==> src/rtl/eth_pkt_lib.sv <==
// Shared stream-interface properties and width helpers for eth_pkt_if blocks.
package eth_pkt_lib;

   typedef struct packed {
      logic [15:0] data_width;
   } if_properties_t;

   localparam if_properties_t DEFAULT_PROPERTIES = '{data_width: 16'd64};

   function automatic int get_if_data_width(input if_properties_t p);
      return int'(p.data_width);
   endfunction

   // mod counts valid bytes of the eop word; 0 encodes a full word
   function automatic int get_if_mod_width(input if_properties_t p);
      int bytes;
      bytes = get_if_data_width(p) / 8;
      return (bytes > 1) ? $clog2(bytes) : 1;
   endfunction

endpackage

==> src/rtl/eth_pkt_byte_merge.sv <==
// Overlays a run of field bytes onto a data word; byte lane 0 is the word MSB.
module eth_pkt_byte_merge #(
   parameter int FIELD_BYTES = 6,
   parameter int D_WIDTH     = 64,
   parameter int LANE_W      = 3,
   parameter int CNT_W       = 4
) (
   input  logic [D_WIDTH-1:0]       word,
   input  logic [FIELD_BYTES*8-1:0] value,
   input  logic [LANE_W-1:0]        start_lane,
   input  logic [CNT_W-1:0]         byte_cnt,
   input  logic [LANE_W-1:0]        value_off,
   output logic [D_WIDTH-1:0]       merged,
   output logic [D_WIDTH/8-1:0]     lane_mask
);

   localparam int unsigned D_BYTES = D_WIDTH / 8;

   always_comb begin
      int unsigned idx;
      merged    = word;
      lane_mask = '0;
      idx       = 0;
      for (int unsigned l = 0; l < D_BYTES; l++) begin
         if (l >= 32'(start_lane) && l < 32'(start_lane) + 32'(byte_cnt)) begin
            idx = 32'(value_off) + l - 32'(start_lane);
            if (idx < FIELD_BYTES) begin
               merged[D_WIDTH-1-8*l -: 8] = value[8*(FIELD_BYTES-1-idx) +: 8];
               lane_mask[l]               = 1'b1;
            end
         end
      end
   end

endmodule

==> src/rtl/eth_pkt_field_locator.sv <==
// Locates a fixed-length field by byte offset within eth_pkt_if packets and
// presents the patched word to the downstream replace stage.
import eth_pkt_lib::*;

module eth_pkt_field_locator #(
   parameter if_properties_t IF_PROPERTIES = DEFAULT_PROPERTIES,
   parameter int D_WIDTH      = get_if_data_width(IF_PROPERTIES),
   parameter int MOD_WIDTH    = get_if_mod_width(IF_PROPERTIES),
   parameter int FIELD_BYTES  = 6,
   parameter int OFFSET_WIDTH = 16
) (
   input  logic                     clk_i,
   input  logic                     rst_i,
   input  logic                     field_en_i,
   input  logic [OFFSET_WIDTH-1:0]  field_offset_i,
   input  logic [FIELD_BYTES*8-1:0] field_value_i,
   input  logic [D_WIDTH-1:0]       pkt_data_i,
   input  logic                     pkt_sop_i,
   input  logic                     pkt_eop_i,
   input  logic [MOD_WIDTH-1:0]     pkt_mod_i,
   input  logic                     pkt_val_i,
   input  logic                     pkt_ready_i,
   output logic [D_WIDTH-1:0]       next_data_o,
   output logic                     next_data_replace_en_o,
   output logic                     patched_o,
   output logic                     short_pkt_o
);

   localparam int unsigned D_BYTES = D_WIDTH / 8;
   localparam int LANE_W = (D_BYTES > 1) ? $clog2(D_BYTES) : 1;
   localparam int CNT_W  = $clog2(D_BYTES + 1);

   typedef enum logic [1:0] {IDLE, SEEK, SECOND, DONE} state_t;

   state_t                   state, next_state, eval_state;
   logic [OFFSET_WIDTH-1:0]  word_cnt;
   logic                     cfg_en;
   logic [OFFSET_WIDTH-1:0]  cfg_off;
   logic [FIELD_BYTES*8-1:0] cfg_val;

   logic                     sop_beat, accept;
   logic [OFFSET_WIDTH-1:0]  eff_off;
   logic [FIELD_BYTES*8-1:0] eff_val;
   int unsigned              word_idx, start_word, lane;
   int unsigned              m_lane, m_cnt, m_voff, last_lane;
   logic                     split, hit, final_part, in_bounds, complete;
   logic [D_WIDTH-1:0]       merged;
   logic [D_BYTES-1:0]       lane_mask;

   eth_pkt_byte_merge #(
      .FIELD_BYTES (FIELD_BYTES),
      .D_WIDTH     (D_WIDTH),
      .LANE_W      (LANE_W),
      .CNT_W       (CNT_W)
   ) u_merge (
      .word       (pkt_data_i),
      .value      (eff_val),
      .start_lane (LANE_W'(m_lane)),
      .byte_cnt   (CNT_W'(m_cnt)),
      .value_off  (LANE_W'(m_voff)),
      .merged     (merged),
      .lane_mask  (lane_mask)
   );

   // A sop beat is evaluated as if the state had already been re-armed from the live config
   always_comb begin
      sop_beat   = pkt_val_i & pkt_sop_i;
      accept     = pkt_val_i & pkt_ready_i;
      eff_off    = sop_beat ? field_offset_i : cfg_off;
      eff_val    = sop_beat ? field_value_i : cfg_val;
      eval_state = state;
      if (sop_beat) eval_state = field_en_i ? SEEK : DONE;
      word_idx   = sop_beat ? 0 : 32'(word_cnt);
      start_word = 32'(eff_off) / D_BYTES;
      lane       = 32'(eff_off) % D_BYTES;
      split      = (lane + FIELD_BYTES) > D_BYTES;

      hit        = 1'b0;
      final_part = 1'b0;
      m_lane     = 0;
      m_cnt      = 0;
      m_voff     = 0;
      last_lane  = 0;
      case (eval_state)
         SEEK: begin
            if (word_idx == start_word) begin
               hit        = 1'b1;
               m_lane     = lane;
               m_cnt      = split ? D_BYTES - lane : FIELD_BYTES;
               final_part = !split;
               last_lane  = lane + FIELD_BYTES - 1;
            end
         end
         SECOND: begin
            hit        = 1'b1;
            m_voff     = D_BYTES - lane;
            m_cnt      = FIELD_BYTES - m_voff;
            final_part = 1'b1;
            last_lane  = m_cnt - 1;
         end
         default: ;
      endcase

      in_bounds = !pkt_eop_i || (pkt_mod_i == '0) || (last_lane < 32'(pkt_mod_i));
      complete  = final_part & in_bounds;

      next_data_o            = merged;
      next_data_replace_en_o = pkt_val_i & (|lane_mask);

      next_state = state;
      if (accept) begin
         if (pkt_eop_i)               next_state = IDLE;
         else if (complete)           next_state = DONE;
         else if (hit && !final_part) next_state = SECOND;
         else                         next_state = eval_state;
      end
   end

   always_ff @(posedge clk_i) begin
      if (rst_i) begin
         state       <= IDLE;
         word_cnt    <= '0;
         cfg_en      <= 1'b0;
         cfg_off     <= '0;
         cfg_val     <= '0;
         patched_o   <= 1'b0;
         short_pkt_o <= 1'b0;
      end else begin
         state       <= next_state;
         patched_o   <= accept & complete;
         short_pkt_o <= accept & pkt_eop_i & !complete &
                        ((eval_state == SEEK) || (eval_state == SECOND));
         if (accept) begin
            if (pkt_sop_i) begin
               word_cnt <= OFFSET_WIDTH'(1);
               cfg_en   <= field_en_i;
               cfg_off  <= field_offset_i;
               cfg_val  <= field_value_i;
            end else if (word_cnt != '1) begin
               word_cnt <= word_cnt + 1'b1;
            end
         end
      end
   end

endmodule

==> config.mk <==
export PLATFORM = sky130hd
export DESIGN_NAME = eth_pkt_field_locator
export DESIGN_NICKNAME = d
export VERILOG_FILES = /design/src/rtl/eth_pkt_lib.sv /design/src/rtl/eth_pkt_byte_merge.sv /design/src/rtl/eth_pkt_field_locator.sv
export SDC_FILE = /design/constraint.sdc
export NUM_CORES = 1
export LEC_CHECK = 0
export ABC_AREA = 1
export BUFFER_PORTS_ARGS = -buffer_cell sky130_fd_sc_hd__buf_2
export CAP_MARGIN = 20
export CORE_MARGIN = 2
export CORE_UTILIZATION = 51
export CTS_BUF_LIST = sky130_fd_sc_hd__clkbuf_2
export DETAILED_ROUTE_END_ITERATION = 12
export PLACE_DENSITY = 0.86
export SYNTH_ARGS = -nofsm -noshare
export SYNTH_HDL_FRONTEND = slang
export SYNTH_SLANG_ARGS = --single-unit
==> constraint.sdc <==
create_clock -name clk_i -period 6.81 [get_ports clk_i]
set_clock_uncertainty 0.05 [all_clocks]
set_input_delay 1.362 -clock clk_i [delete_from_list [all_inputs] [get_ports clk_i]]
set_output_delay 1.362 -clock clk_i [all_outputs]
set_load 0.05 [all_outputs]
# Word level (Yosys, flattened, before mapping)
# Index checks and enable logic that the tools add are counted.
dict set report op_classes {
  add_sub_neg 30
  n_lt_le_gt_ge 25
  n_eq_ne 4
  n_shift 8
  mux 54
  bitwise 8
  n_reduce_logical 20
}
# op n
set ops {}
lappend ops {{$shiftx A48 B33 Y8} 8}
lappend ops {{$lt A32 B3 Y1 const B} 8}
lappend ops {{$sub A3 B29 Y29 const A} 8}
lappend ops {{$lt A3 B32 Y1 const A} 4}
lappend ops {{$mux W8} 16}
lappend ops {{$lt A2 B32 Y1 const A} 2}
lappend ops {{$mux W16} 4}
lappend ops {{$pmux W32 S2} 1}
lappend ops {{$mux W48} 1}
lappend ops {{$sub A4 B3 Y5} 7}
lappend ops {{$gt A32 B4 Y1 const B} 1}
lappend ops {{$lt A1 B32 Y1 const A} 1}
lappend ops {{$lt A32 B3 Y1} 1}
lappend ops {{$mux W32} 1}
lappend ops {{$add A3 B3 Y4 const B} 5}
lappend ops {{$mux W1} 18}
lappend ops {{$add A16 B1 Y16 const B} 1}
lappend ops {{$eq A16 B13 Y1} 1}
lappend ops {{$ne A16 B16 Y1 const B} 1}
lappend ops {{$mux W2} 5}
lappend ops {{$ge A3 B3 Y1 const A} 3}
lappend ops {{$mux W3} 3}
lappend ops {{$add A3 B2 Y4 const B} 2}
lappend ops {{$and A1 B1 Y1} 8}
lappend ops {{other kinds (22)} 39}
dict set report word_totals {
  regBits 84
  output_inout_bits 67
}

# Longest topological paths before layout
# Gate-level depths: netlist (run 1).
dict set report depth {
  ltp_word 13
  ltp_mapped 27
  mapped_depth_nobuf 24
}

# Modules after synthesis
# From an unflattened synthesis (run 1), not the netlist that was laid out.
dict set report hier_totals {
  cells_unflattened 1595
  hier_area_um2 8989.9
}
# mod n_inst cells_per_inst area_per_inst_um2
set modules_own_cells {}
lappend modules_own_cells {eth_pkt_byte_merge 1 941 4565.6}
lappend modules_own_cells {eth_pkt_field_locator 1 654 4424.2}

# Worst setup path before layout (run 1)
# No wires, ideal clock.
dict set report synth_timing {
  path_kind {in2out}
  start {in pkt_sop_i}
  end {out next_data_o[29]}
  t_arrival_ps 6195
  t_required_ps 5398
  slack_ps -797
  cell_stages 19
  path_cell_list {buf_6 nand2_8 buf_6 o21ai_1 inv_1 ha_1 xor2_1 nand2_1 ha_1 inv_1 fa_1 xor2_1 a21oi_1 inv_1 or2_2 nor3_2 nand2_2 buf_6 o31ai_1}
}
dict set report synth_between {
  elab_chain_cells 11
  elab_cells_between_ends 29
  cone_classes {add/sub: 7; order compare: 4; eq/ne: 3; shift: 1; mux: 12; bitwise: 1; reduce/logical: 1}
}
# item line
set synth_rtl {}
lappend synth_rtl {{from (decl)} eth_pkt_field_locator.sv:18} ;# input logic pkt_sop_i,
lappend synth_rtl {{$and A1 B1 Y1 *} eth_pkt_field_locator.sv:67} ;# sop_beat = pkt_val_i & pkt_sop_i;
lappend synth_rtl {{parallel branches: the longest is 9 deep, another holds $sub A3 B29 Y29} -}
lappend synth_rtl {{$mux W8 *} eth_pkt_byte_merge.sv:25} ;# if (l >= 32'(start_lane) && l < 32'(start_lane) + 32'(byte_cnt)) begin
lappend synth_rtl {{to (decl)} eth_pkt_field_locator.sv:23} ;# output logic [D_WIDTH-1:0] next_data_o,
# Every way passes the cells marked *.

# Final worst setup path (run 1)
dict set report layout_timing {
  start {in pkt_val_i}
  end {out next_data_o[40]}
}
dict set report layout_between {
  elab_chain_cells 11
  elab_cells_between_ends 29
  cone_classes {add/sub: 7; order compare: 4; eq/ne: 3; shift: 1; mux: 12; bitwise: 1; reduce/logical: 1}
}
# item line
set layout_rtl {}
lappend layout_rtl {{from (decl)} eth_pkt_field_locator.sv:21} ;# input logic pkt_val_i,
lappend layout_rtl {{$and A1 B1 Y1 *} eth_pkt_field_locator.sv:67}
lappend layout_rtl {{parallel branches: the longest is 9 deep, another holds $sub A3 B29 Y29} -}
lappend layout_rtl {{$mux W8 *} eth_pkt_byte_merge.sv:25}
# Marked as above.

==> impl_metrics.csv, run 1 <==
group,metric,value,unit
clocking,cts_root_buf,"clkbuf_2",
layout,layout_commonest_cell,"nand2_1",
synth,synth_mux_area_frac,0.0146,
timing,final.period_utilization,0.971,
synth,synthTopCellsByArea,"dfxtp_1 20%, nand2_1 18%, o21ai_0 10%",
power,combPwrFrac,0.477,
setup_path,arrival,5.20,ns
grt,grt_max_degree,97,
setup_path,crit_required,5.40,ns
layout,area_delta_synth_final,22.1,%
timing,setup_viol,0,
power,power.switching,692,uW
synth,synth_fa_ha_area_frac,0.0857,
synth,yosysSeqAreaShare,0.205,
grt,antenna_found_initial,1,
synth,ys_types,46,
floorplan,fp.dieH,131,um
timing,period_needed,6.61,ns
power,clock_power_share,0.188,
synth,yosysWarnings,0,
power,power.density,154,nW/um^2
grt,grt.overflow.total,0,
synth,synth_nets,1559,
synth,syn-cell-area,8210,um^2
grt,grt_pass1_wl,39000,um
floorplan,start_util,0.519,
timing,hold_violations,0,
status,outcome,"finished, final reports clean",
setup_path,startpoint_type,"input pin",
synth,syn_area_per_cell,5.98,um^2
layout,drive_gt1_frac,0.234,
synth,netlist_instances,1372,
layout,final_cell_mix,"395 x nand2_1, 173 x buf_2, 162 x o21ai_0, 143 x inv_1, 122 x a21oi_1",
synth,synth.top_cell.area_share,0.205,
routing,drt_iter0_markers,965,
routing,drtAntennaViolNets,0,
placement,place_congestion,1.00,
power,p_sw_frac,0.448,
clocking,cts_buffers,9,
synth,synth_flop_cell,"dfxtp_1",
layout,num-fill-cells,1489,
placement,dpl_worst_slack,0.0678,ns
setup_path,cp-end-kind,"primary output",
setup_path,worstPathMaxFanout,13,
clocking,h-tree-depth,3,
floorplan,die_area,17100,um^2
clocking,clockBufferDepth,2,
layout,fin_nets,1736,
routing,vias,9608,
synth,synth_edf_count,0,
clocking,clock_latency,0.56,ns
floorplan,rows,46,
timing,rsz0062_at_grt,"true",
synth,synthSimpleGateAreaFrac,0.297,
clocking,cts_sinks,84,
power,seqPwrFrac,0.334,
timing,max_freq,151,MHz
timing,worst_slew_pin_slew,0.867,ns
grt,grt_pass1_vias,7911,
power,ir_drop,0.000123,V
routing,dr.pass1.iters,6,
min_path,worstHoldPathType,"reg -> reg",
placement,dp_hpwl,21000,um
routing,vias_per_cell,5.43,
synth,async_flop_share,0,
timing,final.setup.tns,0,ns
run,maxCapViolCount,0,
timing,drv_slew,0,
setup_path,path_class,"in -> out",
timing,fin_ws,0.199,ns
floorplan,pin_count,205,
clocking,cts_hold_buf,0,
synth,yosysTopAreaCell,"dfxtp_1",
routing,drc_errors,0,
power,p_int,854,uW
clocking,cts_tree,"built",
synth,ys_ff_latch,84,
placement,port_buffers,204,
floorplan,coreArea,15800,um^2
synth,synth_compound_gate_area_share,0.261,
routing,routed_wl,26500,um
routing,post_drt_wl_per_cell,14.9,um
floorplan,die_w,131,um
grt,track_usage,0.293,
power,power.leakage,0.00479,uW
synth,synth_xor_area_frac,0.0256,
clocking,clk_pin_slew_worst_paths,0.21,ns
timing,slew_headroom,0.422,
synth,synth_top_family_by_area,"simple AND/OR/NAND/NOR gates",
-- sequential cells by signal, indices dropped and copies added, names as in the netlist --
| signal | count |
|---|---|
| patched_o | 1 |
| word_cnt | 16 |
| cfg_val | 48 |
| short_pkt_o | 1 |
| cfg_off | 16 |
| state | 2 |
-- Yosys cell counts (6+ instances only) --
master    count
inv_1       148
nor3_1       14
o21ai_0     167
inv_2         6
ha_1         37
a21oi_1     125
buf_4         7
nor2_1       47
clkbuf_1     43
buf_1         7
o211ai_1      8
nand3_1      70
o21ai_1      81
nand2_2       7
nand2_1     398
fa_1         12
mux2_2        8
buf_2         9
xnor2_1      14
or2_2         8
o31ai_1      14
xor2_1       10
dfxtp_1      84
nand4_1       8
-- metrics by stage --
| stage | hold slack [ns] | area [um^2] | utilization | power, uW | cells |
|---|---|---|---|---|---|
| floorplan | 0.379 | 8530 | - | 1040 | 1372 |
| global placement | 0.387 | 9710 | 0.614 | 1220 | 1750 |
| detailed placement | 0.393 | 9710 | 0.614 | 1230 | 1750 |
| CTS | 0.418 | 9840 | 0.622 | 1520 | 1766 |
| global route | 0.429 | 10000 | 0.633 | 1630 | 1771 |
| finish | 0.416 | 10000 | 0.633 | 1550 | 1771 |
-- layer usage --
metal  GRT usage  wire length, um  vias up
met5           0                0        -
met4       0.137             1090        0
met3      0.0448             1960       61
met2       0.475            12200      382
met1       0.383            11200     4297
li1            -                -     4868
-- final cells by class --
class | instances | area (um^2) | area share
inverter | 156 | 596 | 0.0594
clock buffer | 9 | 45.0 | 0.00449
clock inverter | 7 | 81.3 | 0.00811
sequential | 84 | 1680 | 0.168
tap | 216 | 270 | 0.0270
timing repair buffer | 234 | 1380 | 0.137
multi-input combinational | 1062 | 5960 | 0.595
antenna | 1 | 2.50 | 0.000250
timing repair inverter | 2 | 12.5 | 0.00125
-- cell families (layout without fill, tap and decap cells) --
logic type                 after synthesis  count (layout)
AOI/OAI and AO/OA                      407             407
xor gates and xnor gates                24              24
adders and majority gates               49              49
buffers and inverters                  226             408
DFF                                     84              84
muxes                                   11              11
other                                    0               1
and+or+nand+nor                        571             571
-- power groups by stage --
stage	Sequential, uW	Combinational, uW	Clock, uW
global route	518	803	313
CTS	516	709	293
detailed placement	526	707	0
floorplan	525	516	0
global placement	525	700	0
finish	516	738	291
-- path summary, 6_finish.rpt --
kind           startpoint         endpoint  slack, ns  depth (start not counted)
max             pkt_val_i  next_data_o[40]       0.20                         21
min           cfg_val[34]      cfg_val[34]       0.42                          2
max reg2reg  word_cnt[12]         state[0]       4.03                         20
min reg2reg   cfg_val[34]      cfg_val[34]       0.42                          2
-- critical path, stage by stage --
cell and delay [ns]:
buf_2 0.18, nand2_8 0.12, o21ai_2 0.29, inv_1 0.11
ha_1 0.22, xor2_1 0.18, nand2_1 0.13, ha_4 0.36
inv_1 0.13, buf_4 0.18, fa_1 0.45, xor2_1 0.19
a21oi_2 0.16, xnor2_1 0.14, inv_1 0.06, nor2_1 0.16
inv_2 0.11, a21oi_1 0.13, o21ai_0 0.13, o21ai_2 0.18
buf_4 0.22
-- repair_timing --
| action | in CTS | in global routing |
|---|---|---|
| setup endpoints to repair | 0 | 47 |
| resized for setup | 0 | 79 |
| setup buffers | 0 | 2 |
Note: power is estimated with default switching activity, not from simulation.
==> run 2, diff against run 1 <==
Settings changed: CORE_UTILIZATION 51 to 34, GPL_ROUTABILITY_DRIVEN set to 1, PLACE_DENSITY 0.86 to 0.61.
Clock period 6.81 ns to 7.8 ns, I/O delays scaled along.
==> run 2 against run 1 <==
Compared with the run above: clock power fell by 24%; hold slack better by 0.00056 ns; first-iteration DRC count down 32%; setup slack better by 0.13 ns; global-route usage fell by 6.9 points; routed wire length is 9.8% higher; critical path type unchanged; largest power group unchanged.
==> impl_metrics.csv, run 2 (synthesis gave the netlist of run 1 again) <==
group,metric,value,unit
min_path,min_from,"cfg_val[16]",
timing,max_freq,134,MHz
timing,setup_viol,0,
floorplan,die_area,25400,um^2
power,ir_drop,0.0000891,V
min_path,worstHoldPathType,"reg -> reg",
min_path,min_to,"cfg_val[16]",
floorplan,die_w,159,um
placement,port_buffers,204,
routing,drc_errors,0,
routing,vias,9198,
layout,fin_nets,1716,
clocking,cts_hold_buf,0,
clocking,clock_latency,0.54,ns
routing,vias_per_cell,4.96,
timing,hold_violations,0,
timing,rsz0062_at_grt,"false",
layout,area_delta_synth_final,16.4,%
layout,layout_commonest_cell,"nand2_1",
grt,grt_pass1_wl,45300,um
layout,reg_top3,"cfg_val: 48 flops, cfg_off: 16 flops, word_cnt: 16 flops",
layout,top_register,"cfg_val",
grt,grt_pass1_vias,8341,
setup_path,r2r-end,"state[0]",
layout,final_cell_mix,"397 x nand2_1, 203 x buf_2, 167 x o21ai_0, 148 x inv_1, 125 x a21oi_1",
floorplan,coreArea,23600,um^2
timing,slew_headroom,0.400,
timing,worst_slew_pin_slew,0.900,ns
clocking,cts_buffers,9,
timing,final.period_utilization,0.958,
setup_path,crit_required,6.19,ns
clocking,clockBufferDepth,2,
min_path,whs_path_depth,2,
floorplan,rows,56,
placement,dp_hpwl,23500,um
run,maxCapViolCount,0,
clocking,cts_tree,"built",
placement,place_congestion,0.966,
layout,layout.cells.non_filler,1854,
power,power.leakage,0.00458,uW
grt,grt_max_degree,97,
timing,period_needed,7.47,ns
clocking,cts_sinks,84,
status,outcome,"finished, final reports clean",
grt,track_usage,0.223,
layout,drive_gt1_frac,0.188,
power,power.density,133,nW/um^2
floorplan,pin_count,205,
setup_path,startpoint_type,"input pin",
clocking,post-cts-setup-buffers,0,
grt,grt.overflow.total,0,
layout,largest_reg_flops,48,
floorplan,fp.dieH,159,um
floorplan,start_util,0.348,
routing,post_drt_wl_per_cell,15.7,um
clocking,cts_root_buf,"clkbuf_2",
routing,drtAntennaViolNets,0,
setup_path,path_class,"in -> out",
setup_path,arrival,5.86,ns
setup_path,reg2reg_depth,21,
timing,holdWs,0.417,ns
clocking,clk_pin_slew_worst_paths,0.18,ns
setup_path,r2r-start,"word_cnt[9]",
placement,place_inst,1837,
setup_path,cp-end-kind,"primary output",
clocking,h-tree-depth,3,
routing,dr.pass1.iters,5,
routing,drt_iter0_markers,654,
routing,routed_wl,29000,um
grt,antenna_found_initial,1,
setup_path,worstPathMaxFanout,23,
timing,drv_slew,0,
setup_path,r2r_setup_slack,5.01,ns
## run 2: cell count changes in the layout (fill, tap and decap cells not counted), moves of 5 or more
cell / before / now
o21ai_2: 37 / 1
buf_4: 44 / 11
buf_2: 173 / 203
o21ai_0: 162 / 167
inv_1: 143 / 148
buf_6: 7 / 0
o21ai_1: 50 / 81
o31ai_4: 11 / 0
clkbuf_4: 8 / 1
o31ai_1: 0 / 8
## run 2: worst max-delay path, stage by stage
cell and delay, ns:
buf_2 0.18, nand2_8 0.14, o21ai_1 0.27, inv_1 0.19, ha_1 0.24, xor2_1 0.21, nand2_1 0.23, ha_1 0.38
inv_1 0.18, fa_1 0.47, xor2_1 0.17, a21oi_1 0.13, inv_1 0.06, or2_2 0.29, nor3_2 0.20, nand2_2 0.22
nand2_1 0.12, nor2_1 0.05, a21oi_1 0.26, clkbuf_4 0.30
## run 2: metal layers
metal,GRT usage,share of wire
met1,0.299,0.45
met2,0.370,0.46
met3,0.0315,0.057
met4,0.0707,0.027
met5,0,0
## run 2: stage by stage
| step | utilization | TNS, ns | total power (uW) | cell area [um^2] | setup WS (ns) |
|---|---|---|---|---|---|
| floorplan | - | -0.847 | 876 | 8240 | -0.203 |
| global placement | 0.399 | 0 | 1050 | 9430 | 0.374 |
| detailed placement | 0.399 | 0 | 1050 | 9430 | 0.293 |
| CTS | 0.404 | 0 | 1280 | 9540 | 0.284 |
| global route | 0.405 | 0 | 1360 | 9560 | 0.0337 |
| finish | 0.405 | 0 | 1270 | 9560 | 0.325 |
## run 2: how the worst max path moves through the flow
stage | startpoint | end | cells past startpoint
CTS | pkt_sop_i | next_data_replace_en_o | 23
detailed placement | pkt_sop_i | next_data_replace_en_o | 23
finish | pkt_sop_i | next_data_replace_en_o | 20
floorplan | pkt_sop_i | next_data_o[29] | 19
global route | pkt_val_i | next_data_replace_en_o | 20
global placement | pkt_sop_i | next_data_replace_en_o | 20
## run 2: power breakdown
| part | switching, uW | total, uW | internal, uW |
|---|---|---|---|
| clock | 150 | 222 | 72.3 |
| sequential | 5.82 | 451 | 445 |
| combinational | 421 | 594 | 173 |
## run 2: cell type report
type / instances / area (um^2)
clock buffers: 10 / 50.0
flip-flops and latches: 84 / 1680
clock inverters: 6 / 55.1
diodes: 1 / 2.50
fillers: 2605 / 14100
well taps: 319 / 399
repair buffers: 216 / 1130
multi-input cells: 1062 / 5650
inverters: 156 / 588
## run 2: what timing repair did
| item | CTS | global route |
|---|---|---|
| resized for setup | 0 | 3 |
| endpoints found under the hold margin | 0 | 0 |
| endpoints found under the setup margin | 0 | 11 |
